==> src/rtl/var_state_table_pkg.sv <==
// Shared opcode, bank and FSM state encodings for the variable-state table.
package var_table_pkg;

  localparam logic [2:0] OP_READ      = 3'd0;
  localparam logic [2:0] OP_WRITE     = 3'd1;
  localparam logic [2:0] OP_ASSIGN    = 3'd2;
  localparam logic [2:0] OP_UNASSIGN  = 3'd3;
  localparam logic [2:0] OP_FIND_FREE = 3'd4;
  localparam logic [2:0] OP_CLEAR     = 3'd5;

  localparam logic [1:0] BANK_VALUE    = 2'd0;
  localparam logic [1:0] BANK_FREE     = 2'd1;
  localparam logic [1:0] BANK_ASSIGNED = 2'd2;

  localparam logic [1:0] ST_IDLE = 2'd0;
  localparam logic [1:0] ST_RESP = 2'd1;
  localparam logic [1:0] ST_SCAN = 2'd2;

endpackage

==> src/rtl/var_state_table_first_one_enc.sv <==
// Combinational lowest-set-bit encoder with an any-set flag.
module first_one_enc #(
  parameter int unsigned WORD_W = 8,
  localparam int unsigned IW = (WORD_W > 1) ? $clog2(WORD_W) : 1
) (
  input  logic [WORD_W-1:0] word,
  output logic [IW-1:0]     idx_c,
  output logic              any_c
);

  // Scan from the top down so the lowest set bit is the last one written.
  always_comb begin
    idx_c = '0;
    any_c = 1'b0;
    for (int i = int'(WORD_W) - 1; i >= 0; i--) begin
      if (word[i]) begin
        idx_c = IW'(i);
        any_c = 1'b1;
      end
    end
  end

endmodule

==> src/rtl/var_state_table.sv <==
// Variable-state store (VALUE/FREE/ASSIGNED banks) with assign/unassign,
// conflict detection, word access, soft clear and a first-free-variable scan.
module var_state_table
  import var_table_pkg::*;
#(
  parameter int unsigned NUM_VARS = 8,
  parameter int unsigned WORD_W = 8,
  parameter logic [NUM_VARS-1:0] FREE_INIT = {NUM_VARS{1'b1}},
  localparam int unsigned NUM_WORDS = (NUM_VARS + WORD_W - 1) / WORD_W,
  localparam int unsigned AW = (NUM_WORDS > 1) ? $clog2(NUM_WORDS) : 1,
  localparam int unsigned VW = (NUM_VARS > 1) ? $clog2(NUM_VARS) : 1
) (
  input  logic              clock,
  input  logic              reset,
  input  logic              cmd_valid,
  output logic              cmd_ready,
  input  logic [2:0]        cmd_op,
  input  logic [1:0]        cmd_bank,
  input  logic [AW-1:0]     cmd_addr,
  input  logic [VW-1:0]     cmd_var,
  input  logic              cmd_val,
  input  logic [WORD_W-1:0] cmd_wdata,
  output logic              rsp_valid,
  output logic [WORD_W-1:0] rsp_data,
  output logic              rsp_found,
  output logic              rsp_conflict,
  output logic              rsp_error
);

  localparam int unsigned TOT = NUM_WORDS * WORD_W;
  localparam int unsigned IW = (WORD_W > 1) ? $clog2(WORD_W) : 1;
  // Padding bits above NUM_VARS are held at zero in every bank.
  localparam logic [TOT-1:0] VALID_MASK = TOT'({NUM_VARS{1'b1}});
  localparam logic [TOT-1:0] FREE_IMG = TOT'(FREE_INIT);

  logic [1:0]        state_q, state_d;
  logic [AW-1:0]     scan_q, scan_d;
  logic [TOT-1:0]    val_q, val_d, free_q, free_d, asg_q, asg_d;
  logic              rsp_valid_d, found_d, conflict_d, error_d;
  logic [WORD_W-1:0] data_d;

  logic [TOT-1:0]    sel_bank, wr_img;
  logic              bank_ok, addr_ok, var_ok, last_word;
  logic [WORD_W-1:0] scan_word;
  logic [IW-1:0]     enc_idx;
  logic              enc_any;

  assign addr_ok   = 32'(cmd_addr) < NUM_WORDS;
  assign var_ok    = 32'(cmd_var) < NUM_VARS;
  assign last_word = 32'(scan_q) == (NUM_WORDS - 1);
  assign scan_word = free_q[WORD_W*scan_q +: WORD_W];

  first_one_enc #(.WORD_W(WORD_W)) u_enc (
    .word  (scan_word),
    .idx_c (enc_idx),
    .any_c (enc_any)
  );

  // Bank selection and the masked write image for word-level access.
  always_comb begin
    bank_ok  = 1'b1;
    sel_bank = '0;
    case (cmd_bank)
      BANK_VALUE:    sel_bank = val_q;
      BANK_FREE:     sel_bank = free_q;
      BANK_ASSIGNED: sel_bank = asg_q;
      default:       bank_ok  = 1'b0;
    endcase
    wr_img = sel_bank;
    if (addr_ok) wr_img[WORD_W*cmd_addr +: WORD_W] = cmd_wdata;
    wr_img = wr_img & VALID_MASK;
  end

  // Next-state, table update and response logic.
  always_comb begin
    state_d     = state_q;
    scan_d      = scan_q;
    val_d       = val_q;
    free_d      = free_q;
    asg_d       = asg_q;
    rsp_valid_d = 1'b0;
    data_d      = rsp_data;
    found_d     = rsp_found;
    conflict_d  = rsp_conflict;
    error_d     = rsp_error;
    case (state_q)
      ST_IDLE: begin
        if (cmd_valid && cmd_op == OP_FIND_FREE) begin
          state_d = ST_SCAN;
          scan_d  = '0;
        end else if (cmd_valid) begin
          state_d     = ST_RESP;
          rsp_valid_d = 1'b1;
          data_d      = '0;
          found_d     = 1'b0;
          conflict_d  = 1'b0;
          error_d     = 1'b0;
          case (cmd_op)
            OP_READ: begin
              if (bank_ok && addr_ok) data_d = sel_bank[WORD_W*cmd_addr +: WORD_W];
              else error_d = 1'b1;
            end
            OP_WRITE: begin
              if (bank_ok && addr_ok) begin
                case (cmd_bank)
                  BANK_VALUE: val_d  = wr_img;
                  BANK_FREE:  free_d = wr_img;
                  default:    asg_d  = wr_img;
                endcase
              end else begin
                error_d = 1'b1;
              end
            end
            OP_ASSIGN: begin
              if (!var_ok) error_d = 1'b1;
              else if (asg_q[cmd_var] && (val_q[cmd_var] != cmd_val)) conflict_d = 1'b1;
              else begin
                val_d[cmd_var]  = cmd_val;
                asg_d[cmd_var]  = 1'b1;
                free_d[cmd_var] = 1'b0;
              end
            end
            OP_UNASSIGN: begin
              if (var_ok) begin
                asg_d[cmd_var]  = 1'b0;
                free_d[cmd_var] = FREE_IMG[cmd_var];
              end else begin
                error_d = 1'b1;
              end
            end
            OP_CLEAR: begin
              val_d  = '0;
              asg_d  = '0;
              free_d = FREE_IMG;
            end
            default: error_d = 1'b1;
          endcase
        end
      end
      ST_RESP: state_d = ST_IDLE;
      ST_SCAN: begin
        if (enc_any || last_word) begin
          state_d     = ST_RESP;
          rsp_valid_d = 1'b1;
          found_d     = enc_any;
          conflict_d  = 1'b0;
          error_d     = 1'b0;
          data_d      = enc_any ? WORD_W'(32'(scan_q) * WORD_W + 32'(enc_idx)) : '0;
        end else begin
          scan_d = scan_q + AW'(1);
        end
      end
      default: state_d = ST_IDLE;
    endcase
  end

  always_ff @(posedge clock or posedge reset) begin
    if (reset) begin
      state_q      <= ST_IDLE;
      scan_q       <= '0;
      val_q        <= '0;
      free_q       <= FREE_IMG;
      asg_q        <= '0;
      cmd_ready    <= 1'b1;
      rsp_valid    <= 1'b0;
      rsp_data     <= '0;
      rsp_found    <= 1'b0;
      rsp_conflict <= 1'b0;
      rsp_error    <= 1'b0;
    end else begin
      state_q      <= state_d;
      scan_q       <= scan_d;
      val_q        <= val_d;
      free_q       <= free_d;
      asg_q        <= asg_d;
      cmd_ready    <= (state_d == ST_IDLE);
      rsp_valid    <= rsp_valid_d;
      rsp_data     <= data_d;
      rsp_found    <= found_d;
      rsp_conflict <= conflict_d;
      rsp_error    <= error_d;
    end
  end

endmodule
==> config.mk <==
export PLATFORM = sky130hd
export DESIGN_NAME = var_state_table
export DESIGN_NICKNAME = d
export VERILOG_FILES = /design/src/rtl/var_state_table_pkg.sv /design/src/rtl/var_state_table_first_one_enc.sv /design/src/rtl/var_state_table.sv
export SDC_FILE = /design/constraint.sdc
export NUM_CORES = 1
export LEC_CHECK = 0
export CAP_MARGIN = 10
export CORE_MARGIN = 8
export CORE_UTILIZATION = 40
export DETAILED_ROUTE_END_ITERATION = 12
export PLACE_DENSITY_LB_ADDON = 0.2
export SYNTH_ARGS = -nofsm -noshare
export SYNTH_HDL_FRONTEND = slang
export SYNTH_HIERARCHICAL = 1
export SYNTH_SLANG_ARGS = --single-unit
==> constraint.sdc <==
create_clock -name clock -period 3 [get_ports clock]
set_clock_uncertainty 0.1 [all_clocks]
set_input_delay 0.6 -clock clock [delete_from_list [all_inputs] [get_ports clock]]
set_output_delay 0.6 -clock clock [all_outputs]
set_load 0.01 [all_outputs]
==> flow_summary.ini, run 1 <==
[status]
outcome = finished clean

[routing]
pre_antenna_drt_iters = 4
ant_nets = 0
drt-vias-per-instance = 5.71
number_of_remaining_drc_errors = 0
routed_wirelength_um = 9240
drt_iter0_drc = 259
route.vias.total = 2799
route.detailed.wl_per_inst_um = 18.9

[pwr]
power.density_nw_per_um2 = 545
p_leak_nw = 1.66
ir_drop_mv = 0.282

[setup_path]
critPathMaxStageDelay_ns = 0.49
rrSetupSlack_ns = 0.71
cp-end-kind = flop
worstRegToRegCells = 8
worst-setup-path-type = input port to flop
crit_chain = clkdlybuf4s50_1 > buf_4 > nor3b_1 > a21oi_2 > o22ai_1 > o21ai_0 > and4bb_1 > or3_1 > buf_4 > mux2i_1
startpoint_of_the_most_critical_register_to_register_path = val_q[5]$_DFFE_PP0P_
crit_path_top_delay_cell = sky130_fd_sc_hd__clkdlybuf4s50_1
regToRegEndpoint = free_q[6]$_DFFE_PP1P_
critical-path-top-cell-by-count = sky130_fd_sc_hd__buf_4
critPathRequiredTime_ns = 3.13
worstPathMaxFanout = 11
critical_path_arrival_ns = 2.91
start_kind = input port

[logic_synthesis]
synth_commonest_cells = sky130_fd_sc_hd__nand2_1 (37), sky130_fd_sc_hd__dfrtp_1 (31), sky130_fd_sc_hd__mux2i_1 (31), sky130_fd_sc_hd__nor2_1 (31), sky130_fd_sc_hd__o21ai_0 (30)
post_synth.cell_area_avg_um2 = 8.29
synth-seq-cells = 40
synth_fp_nets = 362
post_synth_main_area_contributors = sky130_fd_sc_hd__dfrtp_1 (27%), sky130_fd_sc_hd__mux2i_1 (11%), sky130_fd_sc_hd__dfstp_2 (8.4%)
yosysWarnings = 6
number_of_flops_mapped_to_enable_cells_by_yosys = 0
synth.yosys.seq_area_share_pct = 35.8
ys_dominant_reg_cell = sky130_fd_sc_hd__dfrtp_1
fraction_of_registers_with_async_set_or_reset_after_synthesis_pct = 100
synthesized_instance_count = 341
synth_top_cell_by_area = sky130_fd_sc_hd__dfrtp_1
post_synth_num_cell_types = 45
synthDominantCellAreaShare_pct = 27.4
synth_area_um2 = 2830
yosys.cell_count.top_type = sky130_fd_sc_hd__nand2_1

[sta]
final.period_utilization_pct = 92.7
period_needed_ns = 2.78
maxClockFrequency_mhz = 360
max_slew.worst_pin.slew_ns = 0.553
finalHoldWorstSlack_ns = 0.382
finalSetupTns_ns = 0
timing.final.setup_violations = 0
worst_slew_margin_rel_pct = 62.9
max_slew_violations = 0
finalHoldViolCount = 0
rsz0062_at_grt = false

[grt]
grt_antenna_before_repair = 0
global_route_wire_length_before_repair_um = 14600
globalRouteTotalUtil_pct = 18.9
grt_overflow_total = 0
vias_in_the_first_global_route = 2678
maximum_number_of_pins_on_one_net_before_global_route_repair = 41

[layout]
final_core_util_pct = 51.9
num-nets-final = 414
antenna_cells = 0
area.growth.synth_to_final_pct = 25.4
post_route_cells_drive_above_1_share_pct = 16.2
finalInstanceArea_um2 = 3540

[die]
die_area_um2 = 10000
io_pins = 34
floorplan.initialDensity_pct = 41.4
row_count = 30
die_height_um = 100
design.core.area_um2 = 6830
chipWidth_um = 100

[clock_network]
cts_sinks = 40
cts_tree = done
clock_tree.root_cell = sky130_fd_sc_hd__clkbuf_8
cts_htree_levels = 2
total_of_cells_resized_after_clock_tree_synthesis = 0
clkTransAtPathRegs_ns = 0.09
clock_latency_ns = 0.30
max-clock-path-buffers = 2
post_cts.repair.setup_buffers = 0
number_of_buffers_added_to_fix_hold_violations_after_cts = 0
numCtsBuffers = 5

[placement]
numPortBuffers = 33
placement_cell_area_um2 = 3430
finalWeightedCongestion = 1.05
hpwlAfterDp_um = 6990

[hold_path]
min_from = rsp_found$_DFFE_PP0P_
timing.hold.worst_endpoint = rsp_found$_DFFE_PP0P_
holdPathStages = 1
worst_hold_path_type = flop to flop

[flow_run]
max-cap-violations = 0
## per-stage QoR
| stage | cells | worst slack, ns | total power, W |
|---|---|---|---|
| after floorplan | 341 | 0.615 | 0.00120 |
| after global placement | 482 | -0.0275 | 0.00145 |
| after detailed placement | 482 | -0.0848 | 0.00146 |
| after CTS | 490 | 0.224 | 0.00193 |
| after global routing | 490 | 0.0426 | 0.00205 |
| final | 490 | 0.218 | 0.00193 |
## final cells by class
class | instances | area [µm²]
Inverter | 13 | 48.8
Tap cell | 96 | 120
Multi-Input combinational cell | 265 | 1660
Timing Repair Buffer | 68 | 593
Clock inverter | 3 | 46.3
Fill cell | 671 | 3290
Sequential cell | 40 | 1010
Clock buffer | 5 | 68.8
## per-layer routing
metal	routed length, µm	track usage, %
met5	0	0
met4	123	5.23
met3	599	3.25
met2	4280	29.5
met1	4240	26.1
## registers in the layout, indices dropped and copies added, names as in the netlist, 2 cells and up
register  cells
state_q       2
free_q        8
val_q         8
rsp_data      8
asg_q         8
## cell usage in the layout (no fill, tap or decap), drive strengths merged
cell           instances
nand3                 11
mux2i                 31
or3                    1
a211oi                 1
and2                   3
clkinvlp               1
nand2b                 5
nand2                 37
nor2                  31
o22a                   4
a22oi                  1
and4b                  1
dfrtp                 31
a22o                   5
nand3b                 1
a221o                  4
and3                   1
mux2                   4
buf                   35
a31oi                  1
o21ai                 31
nor4                   2
o211a                  4
nor2b                 19
o41ai                  1
o221a                  4
dfstp                  9
nor3                   5
and4bb                 1
o22ai                 17
nand4b                 1
clkbuf                 5
clkdlybuf4s50         33
nor3b                  2
bufinv                 1
o21bai                 2
inv                   14
a21o                   5
a21oi                 29
## how the worst max path moves through the flow
stage,to,start
after floorplan,free_q[0]$_DFFE_PP1P_,cmd_var[0]
after global placement,free_q[3]$_DFFE_PP1P_,cmd_var[0]
after detailed placement,val_q[1]$_DFFE_PP0P_,cmd_var[0]
after CTS,val_q[1]$_DFFE_PP0P_,cmd_var[0]
after global routing,val_q[0]$_DFFE_PP0P_,cmd_var[0]
final,free_q[6]$_DFFE_PP1P_,cmd_var[0]
## critical path: cells and delay by family
kind                   cells  cell delay [ns]
buffers and inverters      3             0.90
muxes                      1             0.17
and+or+nand+nor            3             0.88
AOI/OAI and AO/OA          3             0.35
## cell families after synthesis
kind of cell	Yosys count	synth area share, %
and+or+nand+nor	121	21.2
AOI/OAI and AO/OA	109	24.7
DFF	40	35.8
buffers and inverters	36	5.62
muxes	35	12.7
## report_power, final
group	switching [W]	total [W]	internal [W]
Combinational	0.000368	0.000672	0.000304
Sequential	0.000123	0.000799	0.000676
Clock	0.000209	0.000460	0.000251
Total	0.000700	0.00193	0.00123
(Power assumes the default switching activity.)
==> run 2: changes to the inputs <==
--- a/config.mk
+++ b/config.mk
@@ -6,7 +6,6 @@
 export NUM_CORES = 1
 export LEC_CHECK = 0
 export CAP_MARGIN = 10
-export CORE_MARGIN = 8
 export CORE_UTILIZATION = 40
 export DETAILED_ROUTE_END_ITERATION = 12
 export PLACE_DENSITY_LB_ADDON = 0.2
==> run 2 against run 1 <==
Net effect: combinational power is essentially flat; critical path type unchanged; largest power group unchanged; critical endpoint is now free_q[2]$_DFFE_PP1P_; highest routed layer unchanged; largest cell class unchanged; global-route usage is 6.6 points higher; maximum frequency decreased by 1.0%; register-to-register slack better by 0.03 ns.
==> flow_summary.ini, run 2 (synthesis results as in run 1) <==
[placement]
hpwlAfterDp_um = 6840
finalWeightedCongestion = 1.07
numPortBuffers = 33

[grt]
globalRouteTotalUtil_pct = 25.5
grt_overflow_total = 0
vias_in_the_first_global_route = 2593
global_route_wire_length_before_repair_um = 14100
grt_antenna_before_repair = 0
maximum_number_of_pins_on_one_net_before_global_route_repair = 41

[setup_path]
worst-setup-path-type = input port to flop
critical_path_arrival_ns = 2.93
start_kind = input port
cp-end-kind = flop
worstPathMaxFanout = 13
critPathRequiredTime_ns = 3.12

[clock_network]
clock_latency_ns = 0.29
cts_tree = done
number_of_buffers_added_to_fix_hold_violations_after_cts = 0
cts_sinks = 40
clock_tree.root_cell = sky130_fd_sc_hd__clkbuf_8
max-clock-path-buffers = 2
numCtsBuffers = 5
clkTransAtPathRegs_ns = 0.08
cts_htree_levels = 2

[flow_run]
max-cap-violations = 0

[die]
design.core.area_um2 = 6790
row_count = 30
chipWidth_um = 86.1
io_pins = 34
die_area_um2 = 7410
floorplan.initialDensity_pct = 41.6
die_height_um = 86.1

[sta]
finalHoldWorstSlack_ns = 0.379
period_needed_ns = 2.81
max_slew_violations = 0
final.period_utilization_pct = 93.7
maxClockFrequency_mhz = 356
timing.final.setup_violations = 0
finalHoldViolCount = 0
max_slew.worst_pin.slew_ns = 0.561
finalSetupTns_ns = 0
worst_slew_margin_rel_pct = 62.3
rsz0062_at_grt = false

[layout]
commonest_cells_after_routing_fill_and_taps_aside = sky130_fd_sc_hd__nand2_1 (37), sky130_fd_sc_hd__buf_4 (34), sky130_fd_sc_hd__clkdlybuf4s50_1 (33)
num-nets-final = 414
antenna_cells = 0
post_route_cells_drive_above_1_share_pct = 16.2
area.growth.synth_to_final_pct = 25.9
mostFrequentLayoutCell = sky130_fd_sc_hd__nand2_1

[routing]
route.detailed.wl_per_inst_um = 18.8
drt_iter0_drc = 352
routed_wirelength_um = 9230
pre_antenna_drt_iters = 5
route.vias.total = 2819
number_of_remaining_drc_errors = 0
ant_nets = 0
drt-vias-per-instance = 5.75

[pwr]
power_switching_share_pct = 35.8
pwr-share-clk_pct = 23.2
p_leak_nw = 1.67
proportion_of_power_drawn_by_combinational_gates_pct = 35.3
ir_drop_mv = 0.220
internal_power_of_the_cells_w = 0.00123
power.density_nw_per_um2 = 538
p_sw_w = 0.000685
power.sequential.fraction_pct = 41.5

[status]
outcome = finished clean

[hold_path]
worst_hold_path_type = flop to flop
-- run 2: layout make-up --
type,count,area [µm²]
well taps,96,120
fillers,642,3230
inverters,13,48.8
repair buffers,68,606
flip-flops and latches,40,1010
multi-input cells,265,1660
clock inverters,3,42.5
clock buffers,5,68.8
-- run 2: through the flow --
step	total power [W]	utilization (%)	setup WS [ns]	instance area, µm²	std cells
finish	0.00191	52.4	0.189	3560	490
global route	0.00203	52.4	0.00399	3560	490
CTS	0.00191	52.2	0.122	3550	489
detailed placement	0.00146	50.6	-0.182	3430	481
global placement	0.00145	50.6	-0.0787	3430	481
floorplan	0.00120	-	0.615	2830	341
-- run 2: final timing paths --
kind / start / endpoint / slack [ns] / depth (start not counted)
setup / recovery: cmd_var[0] / free_q[2]$_DFFE_PP1P_ / 0.19 / 10
hold / removal: rsp_found$_DFFE_PP0P_ / rsp_found$_DFFE_PP0P_ / 0.38 / 1
setup reg to reg: val_q[4]$_DFFE_PP0P_ / free_q[2]$_DFFE_PP1P_ / 0.74 / 8
hold reg to reg: rsp_found$_DFFE_PP0P_ / rsp_found$_DFFE_PP0P_ / 0.38 / 1
max in group asynchronous: reset / free_q[4]$_DFFE_PP1P_ / 1.78 / 3
min in group asynchronous: reset / asg_q[7]$_DFFE_PP0P_ / 0.63 / 3
-- run 2: worst max-delay path, cell delays in order --
cell                              delay (ns)
sky130_fd_sc_hd__clkdlybuf4s50_1        0.51
sky130_fd_sc_hd__buf_4                  0.23
sky130_fd_sc_hd__nor3b_1                0.23
sky130_fd_sc_hd__a21oi_2                0.05
sky130_fd_sc_hd__o22ai_1                0.21
sky130_fd_sc_hd__o21ai_0                0.10
sky130_fd_sc_hd__and4bb_1               0.26
sky130_fd_sc_hd__or3_1                  0.39
sky130_fd_sc_hd__buf_4                  0.20
sky130_fd_sc_hd__mux2i_1                0.16
-- run 2: repair_timing --
item | 4_1_cts | 5_1_grt
endpoints found under the setup margin | 0 | 9
gates resized for setup | 0 | 1
buffers inserted | 0 | 1
-- run 2: power groups by stage --
stage / clock network (W) / registers, W / logic (W)
after floorplan: 0 / 0.000747 / 0.000449
after global placement: 0 / 0.000799 / 0.000650
after detailed placement: 0 / 0.000801 / 0.000662
after CTS: 0.000455 / 0.000789 / 0.000666
after global routing: 0.000474 / 0.000806 / 0.000747
final: 0.000445 / 0.000794 / 0.000675
-- run 2: routing by layer --
layer / routed length [µm] / track usage, % / part of all wire [%]
met2: 4070 / 38.0 / 44
met1: 4140 / 35.7 / 45
met4: 325 / 9.39 / 3.5
met3: 691 / 6.16 / 7.5
met5: 0 / 0 / 0
